[src/rtl/data_mem_ctrl_if.sv]
// rtl/data_mem_ctrl_if.sv - pipeline-side load/store request and response bundle
interface data_mem_ctrl_if #(
    parameter int ADDR_W = 16
);
    logic              memRead;
    logic              memWrite;
    logic [2:0]        funct3;
    logic [ADDR_W-1:0] addr;
    logic [31:0]       wdata;
    logic [31:0]       rdata;
    logic              rdataValid;
    logic              memBusy;
    logic              misalign;

    modport master (
        output memRead, memWrite, funct3, addr, wdata,
        input  rdata, rdataValid, memBusy, misalign
    );

    modport slave (
        input  memRead, memWrite, funct3, addr, wdata,
        output rdata, rdataValid, memBusy, misalign
    );
endinterface

[src/rtl/data_mem_ctrl.sv]
// rtl/data_mem_ctrl.sv - single-outstanding load/store sequencer for a fixed-latency block RAM
module data_mem_ctrl #(
    parameter int ADDR_W       = 16,
    parameter int READ_LATENCY = 2
) (
    input  logic               clk,
    input  logic               rst_n,
    data_mem_ctrl_if.slave     bus,
    output logic [ADDR_W-3:0]  ramAddr,
    output logic               ramEn,
    output logic [3:0]         ramWe,
    output logic [31:0]        ramWdata,
    input  logic [31:0]        ramRdata
);
    localparam int CNT_W = (READ_LATENCY < 2) ? 1 : $clog2(READ_LATENCY + 1);

    typedef enum logic [1:0] {IDLE, ACCESS, DONE} state_t;

    state_t             state, state_next;
    logic               req, fault;
    logic [1:0]         size;
    logic [3:0]         we_c;
    logic [31:0]        wd_c;
    logic [1:0]         off_q;
    logic [2:0]         f3_q;
    logic               store_q;
    logic [CNT_W-1:0]   cnt;
    logic [31:0]        shifted, load_ext;

    assign req  = bus.memRead | bus.memWrite;
    assign size = bus.funct3[1:0];

    // A request with both strobes set is a store.
    always_comb begin
        fault = 1'b0;
        if (bus.memWrite) begin
            if (bus.funct3[2] || size == 2'b11) fault = 1'b1;
        end else if (size == 2'b11 || bus.funct3 == 3'b110) begin
            fault = 1'b1;
        end
        if (size == 2'b01 && bus.addr[0])          fault = 1'b1;
        if (size == 2'b10 && bus.addr[1:0] != 2'b00) fault = 1'b1;
    end

    always_comb begin
        we_c = 4'b1111;
        wd_c = bus.wdata;
        case (size)
            2'b00: begin
                we_c = 4'b0001 << bus.addr[1:0];
                wd_c = {4{bus.wdata[7:0]}};
            end
            2'b01: begin
                we_c = 4'b0011 << bus.addr[1:0];
                wd_c = {2{bus.wdata[15:0]}};
            end
            default: ;
        endcase
    end

    always_comb begin
        shifted  = ramRdata >> {off_q, 3'b000};
        load_ext = shifted;
        case (f3_q[1:0])
            2'b00:   load_ext = f3_q[2] ? {24'b0, shifted[7:0]}  : {{24{shifted[7]}}, shifted[7:0]};
            2'b01:   load_ext = f3_q[2] ? {16'b0, shifted[15:0]} : {{16{shifted[15]}}, shifted[15:0]};
            default: load_ext = shifted;
        endcase
    end

    always_ff @(posedge clk or negedge rst_n) begin
        if (!rst_n) state <= IDLE;
        else        state <= state_next;
    end

    always_comb begin
        state_next = state;
        case (state)
            IDLE:    if (req) state_next = fault ? DONE : ACCESS;
            ACCESS:  if (store_q || cnt == '0) state_next = DONE;
            DONE:    state_next = IDLE;
            default: state_next = IDLE;
        endcase
    end

    // Gated by reset so the stall drops immediately even with a request held.
    assign bus.memBusy = rst_n & (((state == IDLE) & req) | (state == ACCESS));

    always_ff @(posedge clk or negedge rst_n) begin
        if (!rst_n) begin
            ramEn          <= 1'b0;
            ramWe          <= 4'b0;
            ramAddr        <= '0;
            ramWdata       <= 32'b0;
            bus.rdata      <= 32'b0;
            bus.rdataValid <= 1'b0;
            bus.misalign   <= 1'b0;
            off_q          <= 2'b0;
            f3_q           <= 3'b0;
            store_q        <= 1'b0;
            cnt            <= '0;
        end else begin
            ramEn          <= 1'b0;
            ramWe          <= 4'b0;
            ramAddr        <= '0;
            ramWdata       <= 32'b0;
            bus.rdataValid <= 1'b0;
            bus.misalign   <= 1'b0;
            case (state)
                IDLE: begin
                    if (req) begin
                        off_q   <= bus.addr[1:0];
                        f3_q    <= bus.funct3;
                        store_q <= bus.memWrite;
                        if (fault) begin
                            bus.misalign <= 1'b1;
                            bus.rdata    <= 32'b0;
                        end else begin
                            ramEn   <= 1'b1;
                            ramAddr <= bus.addr[ADDR_W-1:2];
                            cnt     <= CNT_W'(READ_LATENCY);
                            if (bus.memWrite) begin
                                ramWe    <= we_c;
                                ramWdata <= wd_c;
                            end
                        end
                    end
                end
                ACCESS: begin
                    if (!store_q) begin
                        if (cnt == '0) begin
                            bus.rdata      <= load_ext;
                            bus.rdataValid <= 1'b1;
                        end else begin
                            cnt <= cnt - 1'b1;
                        end
                    end
                end
                default: ;
            endcase
        end
    end
endmodule

[src/flat_wrapper.sv]
// flat-port wrapper written by rule: the top's interface ports become plain ports
module data_mem_ctrl_flat 
#(
    parameter int ADDR_W       = 16,
    parameter int READ_LATENCY = 2
)
  (clk, rst_n, ramAddr, ramEn, ramWe, ramWdata, ramRdata, bus_memRead, bus_memWrite, bus_funct3, bus_addr, bus_wdata, bus_rdata, bus_rdataValid, bus_memBusy, bus_misalign);
  data_mem_ctrl_if #(.ADDR_W(ADDR_W)) bus_i ();
  input  logic clk;
  input  logic rst_n;
  output logic [ADDR_W-3:0] ramAddr;
  output logic ramEn;
  output logic [3:0] ramWe;
  output logic [31:0] ramWdata;
  input  logic [31:0] ramRdata;
  input wire logic [$bits(bus_i.memRead)-1:0] bus_memRead;
  input wire logic [$bits(bus_i.memWrite)-1:0] bus_memWrite;
  input wire logic [$bits(bus_i.funct3)-1:0] bus_funct3;
  input wire logic [$bits(bus_i.addr)-1:0] bus_addr;
  input wire logic [$bits(bus_i.wdata)-1:0] bus_wdata;
  output wire logic [$bits(bus_i.rdata)-1:0] bus_rdata;
  output wire logic [$bits(bus_i.rdataValid)-1:0] bus_rdataValid;
  output wire logic [$bits(bus_i.memBusy)-1:0] bus_memBusy;
  output wire logic [$bits(bus_i.misalign)-1:0] bus_misalign;
  assign bus_i.memRead = bus_memRead;
  assign bus_i.memWrite = bus_memWrite;
  assign bus_i.funct3 = bus_funct3;
  assign bus_i.addr = bus_addr;
  assign bus_i.wdata = bus_wdata;
  assign bus_rdata = bus_i.rdata;
  assign bus_rdataValid = bus_i.rdataValid;
  assign bus_memBusy = bus_i.memBusy;
  assign bus_misalign = bus_i.misalign;
  data_mem_ctrl #(.ADDR_W(ADDR_W), .READ_LATENCY(READ_LATENCY)) u_core (.clk(clk), .rst_n(rst_n), .bus(bus_i), .ramAddr(ramAddr), .ramEn(ramEn), .ramWe(ramWe), .ramWdata(ramWdata), .ramRdata(ramRdata));
endmodule
[config.mk]
export PLATFORM = sky130hd
export DESIGN_NAME = data_mem_ctrl_flat
export DESIGN_NICKNAME = d
export VERILOG_FILES = /design/src/rtl/data_mem_ctrl_if.sv /design/src/rtl/data_mem_ctrl.sv /design/src/flat_wrapper.sv
export SDC_FILE = /design/constraint.sdc
export NUM_CORES = 1
export LEC_CHECK = 0
export ABC_AREA = 0
export BUFFER_PORTS_ARGS = -buffer_cell sky130_fd_sc_hd__buf_4
export CAP_MARGIN = 20
export CORE_MARGIN = 2
export CORE_UTILIZATION = 44
export DETAILED_ROUTE_END_ITERATION = 10
export PLACE_DENSITY_LB_ADDON = 0.2
export SYNTH_ARGS = -nofsm -noshare
export SYNTH_HDL_FRONTEND = slang
export SYNTH_SLANG_ARGS = --single-unit
[constraint.sdc]
create_clock -name clk -period 2.05 [get_ports clk]
set_input_delay 0.3075 -clock clk [delete_from_list [all_inputs] [get_ports clk]]
set_output_delay 0.3075 -clock clk [all_outputs]
set_load 0.02 [all_outputs]
Word-level counts from Yosys, hierarchy flattened
Index checks and enable logic that the tools add are counted.
{"block": "word_totals", "register_bits": 95, "wordCells": 92}
{"block": "op_classes", "add_sub_neg": 1, "n_eq_ne": 13, "shifts": 3, "muxes": 44, "bitwise": 4, "reduce_logical": 15}
{"cell": "$mux 32", "count": 10}
{"cell": "$pmux 32 s2", "count": 3}
{"cell": "$mux 14", "count": 3}
{"cell": "$shr 32x5->32", "count": 1}
{"cell": "$mux 4", "count": 4}
{"cell": "$mux 1", "count": 14}
{"cell": "$mux 2", "count": 7}
{"cell": "$reduce_and 5->1", "count": 2}
{"cell": "$logic_not 2->1", "count": 4}
{"cell": "$ne 2x1->1 const B", "count": 4}
{"cell": "$pmux 2 s2", "count": 2}
{"cell": "$pmux 4 s2", "count": 1}
{"cell": "$eq 2x1->1 const B", "count": 3}
{"cell": "$ne 2x2->1 const B", "count": 3}
{"cell": "$eq 2x2->1 const B", "count": 2}
{"cell": "$reduce_and 2->1", "count": 2}
{"cell": "$reduce_bool 2->1", "count": 2}
{"cell": "$shl 1x2->4 const A", "count": 1}
{"cell": "$shl 2x2->4 const A", "count": 1}
{"cell": "$eq 3x3->1 const B", "count": 1}
{"cell": "$logic_or 1x1->1", "count": 3}
{"cell": "$and 1x1->1", "count": 2}
{"cell": "$logic_and 1x1->1", "count": 2}
{"cell": "$or 1x1->1", "count": 2}
{"cell": "$sub 2x1->2 const B", "count": 1}

Logic depth before layout (Yosys ltp)
{"block": "depth", "depth_word": 9, "ltp_mapped": 10, "ltp_nobuf": 7}

Worst setup path before layout
OpenSTA, ideal clock, no wires.
{"block": "synth_path", "kind": "reg-to-reg", "start": "register u_core.state[1]", "end": "register u_core.bus.rdata[24]", "setup_ns": 0.066, "arrival_ns": 1.877, "t_required_ns": 1.984, "path_slack_ns": 0.107, "path_stages_with_launch": 11, "path_buffers": 4, "period_less_slack_ns": 1.943, "cell_sequence": "dfrtp_1 nand2b_1 buf_6 or3b_1 buf_6 inv_4 and3_1 buf_6 and2b_1 buf_6 a221o_1"}
{"block": "synth_via", "elab_chain_cells": 3, "word_cells_on_any_way": 9, "cone_classes": "eq/ne (5); mux (1); reduce/logical (3)"}
{"item": "start, declared", "line": "data_mem_ctrl.sv:19", "text": "state_t state, state_next;"}
{"item": "start signal, assigned", "line": "data_mem_ctrl.sv:73", "text": "else state <= state_next;"}
{"item": "$eq 2x1->1 / $logic_not 2->1 (equally long branches)", "line": "data_mem_ctrl.sv:109", "text": "case (state)"}
{"item": "$ne 2x1->1 (no source line) (tied with other cells)"}
{"item": "$reduce_and 5->1 (no source line)"}
{"item": "end signal, assigned", "line": "data_mem_ctrl.sv:132", "text": "bus.rdata <= load_ext;"}
{"item": "end, declared", "line": "data_mem_ctrl_if.sv:22", "text": "output rdata, rdataValid, memBusy, misalign"}
Several ways; a longest one is shown, not always the timed one.
A chain may end at the register's enable or synchronous reset.

Worst setup path after layout
{"block": "layout_path", "start": "register u_core.cnt[0]", "end": "register u_core.bus.rdata[26]"}
{"block": "layout_via", "elab_chain_cells": 3}
{"item": "start, declared", "line": "data_mem_ctrl.sv:27", "text": "logic [CNT_W-1:0] cnt;"}
{"item": "start signal, assigned", "line": "data_mem_ctrl.sv:121", "text": "cnt <= CNT_W'(READ_LATENCY);"}
{"item": "start signal, assigned", "line": "data_mem_ctrl.sv:135", "text": "cnt <= cnt - 1'b1;"}
{"item": "$logic_not 2->1", "line": "data_mem_ctrl.sv:131", "text": "if (cnt == '0) begin"}
{"item": "$ne 2x1->1 (no source line)"}
{"item": "$reduce_and 5->1 (no source line)"}
Every way passes these cells.

==> reports/summary.txt <==
Synth cell types = 41
Max_slew headroom = 65.7%
First-pass GRT wire length = 17.9 mm
Post-Route Skew = 0.00944 ns
Final Net Count = 633
HPWL after DPL = 8.52 mm
Filler cell count = 777
Post-synth EDFFs = 0
Max IR drop VDD = 0.496 mV
FFs w/ async S/R, synth = 100%
Pwr Total = 5810 µW
Clk pwr share = 20.5%
Synth warn = 0
CTS root buffer = clkbuf_8
ANT cells = 0
Initial DRT Pass Iterations = 4
Top post-synthesis cells by area = dfrtp_1 56%, mux2i_1 6.3%, a221o_1 4.0%, a21oi_1 3.4%, and2_1 3.2%
Wire per inst = 17.0 µm
Pleak = 0.00302 µW
Drc violations = 0
CTS sink cnt = 95
I/O Pins = 173
Commonest non-fill, non-tap cell in the layout = buf_4
Max Slew Vio Count = 0
Setup CP Type = reg2reg
Antenna-violating nets left = 0
Fmax = 531 MHz
Setup WS pre-CTS = 0.0896 ns
Initial drt markers = 133
Initial Util = 45.8%
Via Count = 3583
CTS H-tree depth = 3
Post-Synthesis Cells = 375
Gpl congestion = 0.831
Internal power = 3740 µW
Chip width = 103 µm
Final WL = 11.5 mm
Ys flop type = dfrtp_1
Synth-to-Final Area Change = 38.9%
WHS = 0.00877 ns
Reg2reg setup slack = 0.17 ns
Seq/Total Area, Yosys = 55.7%
Core area = 9330 µm²
Period minus WS final = 1.88 ns
Reg2Reg Depth = 7
Worst hold-check path type = in2async
PwrDens = 980 nW/µm²
Die height = 103 µm
Via-to-Cell Ratio = 5.28
Critical path data required time = 2.29 ns
Post-CTS Hold Fix Bufs = 0
Initial antenna violation count = 0
Post-synth top area cell = dfrtp_1
RSZ-0062 raised after global routing = false
Critical Path End Type = register
Final Cycle Share = 91.9%
Fin area = 5930 µm²
Status = finished, final reports clean
Reg-to-Reg End = u_core.bus.rdata[26]
Number of global-route vias before repair = 3529
Ratio of cells with drive above 1 in the final layout = 41.1%
Num CTS Buffers = 9
Yosys top cell area share = 55.7%
CTS tree = yes
Combinational share of power = 39.1%
Max-Cap Viols = 0
IO buf count = 172
# rows = 35
Mean Syn Cell Area = 11.4 µm²
DIE AREA = 10500 µm²
Clock slew at reported path FFs = 0.09 ns
Count of final hold-check violations = 0
Crit path DAT = 2.12 ns
Slack of the critical path = 0.167 ns
Psw = 2070 µW
Yosys reg bits = 95
Worst-Skew Late Latency = 0.35 ns
Sequential Power Share = 40.4%
Worst Max-Slew Pin Slew = 0.515 ns
Synth Net Count = 463
Largest net degree at the start of global routing = 96
Switching share of power = 35.7%
Reg2reg start = u_core.cnt[0]
Remaining Overflow, GRT = 0
Total track usage = 22.3%
Critical Path Fanout Max = 8
Mapped cell area = 4270 µm²
Commonest cells after routing, fill and taps aside = 184 x buf_4, 95 x dfrtp_1, 34 x nor2_1, 29 x a21oi_1, 27 x mux2i_1
Max clock buf depth = 2
Startpoint types = register
Setup Total Neg Slack = 0 ns
DP Area = 5730 µm²
# setup viols final = 0
power by group through the flow:
stage | combinational [µW] | clock, µW | sequential (µW)
4_1_cts | 2270 | 1220 | 2350
3_5_place_dp | 2260 | 0 | 2380
2_1_floorplan | 1240 | 0 | 2550
6_report | 2270 | 1190 | 2350
3_3_place_gp | 2220 | 0 | 2370
5_1_grt | 2480 | 1300 | 2390
Yosys cell counts, types with 2 or more instances:
cell,instances
dfrtp_1,95
nor2_1,35
a21oi_1,29
mux2i_1,27
and2_1,22
o21ai_0,20
a221o_1,17
nand3b_1,14
clkbuf_1,13
nand2_1,13
mux2_2,12
a211oi_1,8
buf_2,8
o2bb2ai_1,8
nor2b_1,7
o41ai_1,7
buf_6,4
inv_1,3
nand2b_1,3
or2_2,3
a22o_1,2
and3_1,2
buf_1,2
mux4_2,2
nor3b_1,2
or3_1,2
layout make-up:
class	count	area (µm²)	area share (%)
clock buffers	10	128	2.15
multi-input cells	247	1740	29.3
well taps	129	161	2.72
repair buffers	187	1440	24.3
flip-flops and latches	95	2380	40.1
clock inverters	6	61.3	1.03
inverters	5	21.3	0.359
metrics by stage:
step | cells | utilization (%)
global route | 679 | 63.6
CTS | 679 | 63.4
floorplan | 375 | -
detailed placement | 663 | 61.4
finish | 679 | 63.6
global placement | 663 | 61.4
worst max-delay path by stage:
stage,startpoint,endpoint,slack [ns],depth (start not counted)
after detailed placement,u_core.cnt[0],u_core.bus.rdata[25],0.09,7
after global placement,u_core.cnt[0],u_core.bus.rdata[25],0.14,7
after CTS,u_core.cnt[0],u_core.bus.rdata[26],0.06,7
after global routing,u_core.state[1],u_core.bus.rdata[1],0.02,5
after floorplan,u_core.state[1],u_core.bus.rdata[24],0.11,10
final,u_core.cnt[0],u_core.bus.rdata[26],0.17,7
worst max-delay path, cell delays in order (launching register included):
cell	delay [ns]
dfrtp_1	0.37
inv_1	0.05
ha_1	0.21
or3b_4	0.29
inv_4	0.05
and3_1	0.18
and2b_2	0.27
a221o_1	0.36
repair_timing:
action,4_1_cts,5_1_grt
setup buffers,0,0
resized for setup,0,4
setup endpoints to repair,0,15
sequential cells by signal, indices dropped and copies added (netlist names):
| signal | count |
|---|---|
| u_core.state | 2 |
| u_core.bus.rdataValid | 1 |
| u_core.bus.misalign | 1 |
| u_core.store_q | 1 |
| u_core.cnt | 2 |
| u_core.bus.rdata | 32 |
| u_core.ramEn | 1 |
| u_core.ramWdata | 32 |
| u_core.f3_q | 3 |
| u_core.ramWe | 4 |
| u_core.ramAddr | 14 |
| u_core.off_q | 2 |
per-layer routing:
metal / wire length (µm) / vias to the layer above / GRT usage [%]
met5: 0 / - / 0
met4: 193 / 0 / 7.28
met3: 1090 / 16 / 8.20
met2: 5410 / 148 / 34.5
met1: 4840 / 1725 / 29.3
li1: - / 1694 / -
kinds of logic (layout without fill, tap and decap cells):
group | after synthesis | count (layout) | synth area share [%]
DFF | 95 | 95 | 55.7
muxes | 41 | 41 | 10.5
AOI/OAI and AO/OA | 95 | 95 | 15.2
adders and majority gates | 1 | 1 | 0.293
buffers and inverters | 33 | 208 | 3.98
and+or+nand+nor | 110 | 110 | 14.3
Power figures use the tool's default switching activity.
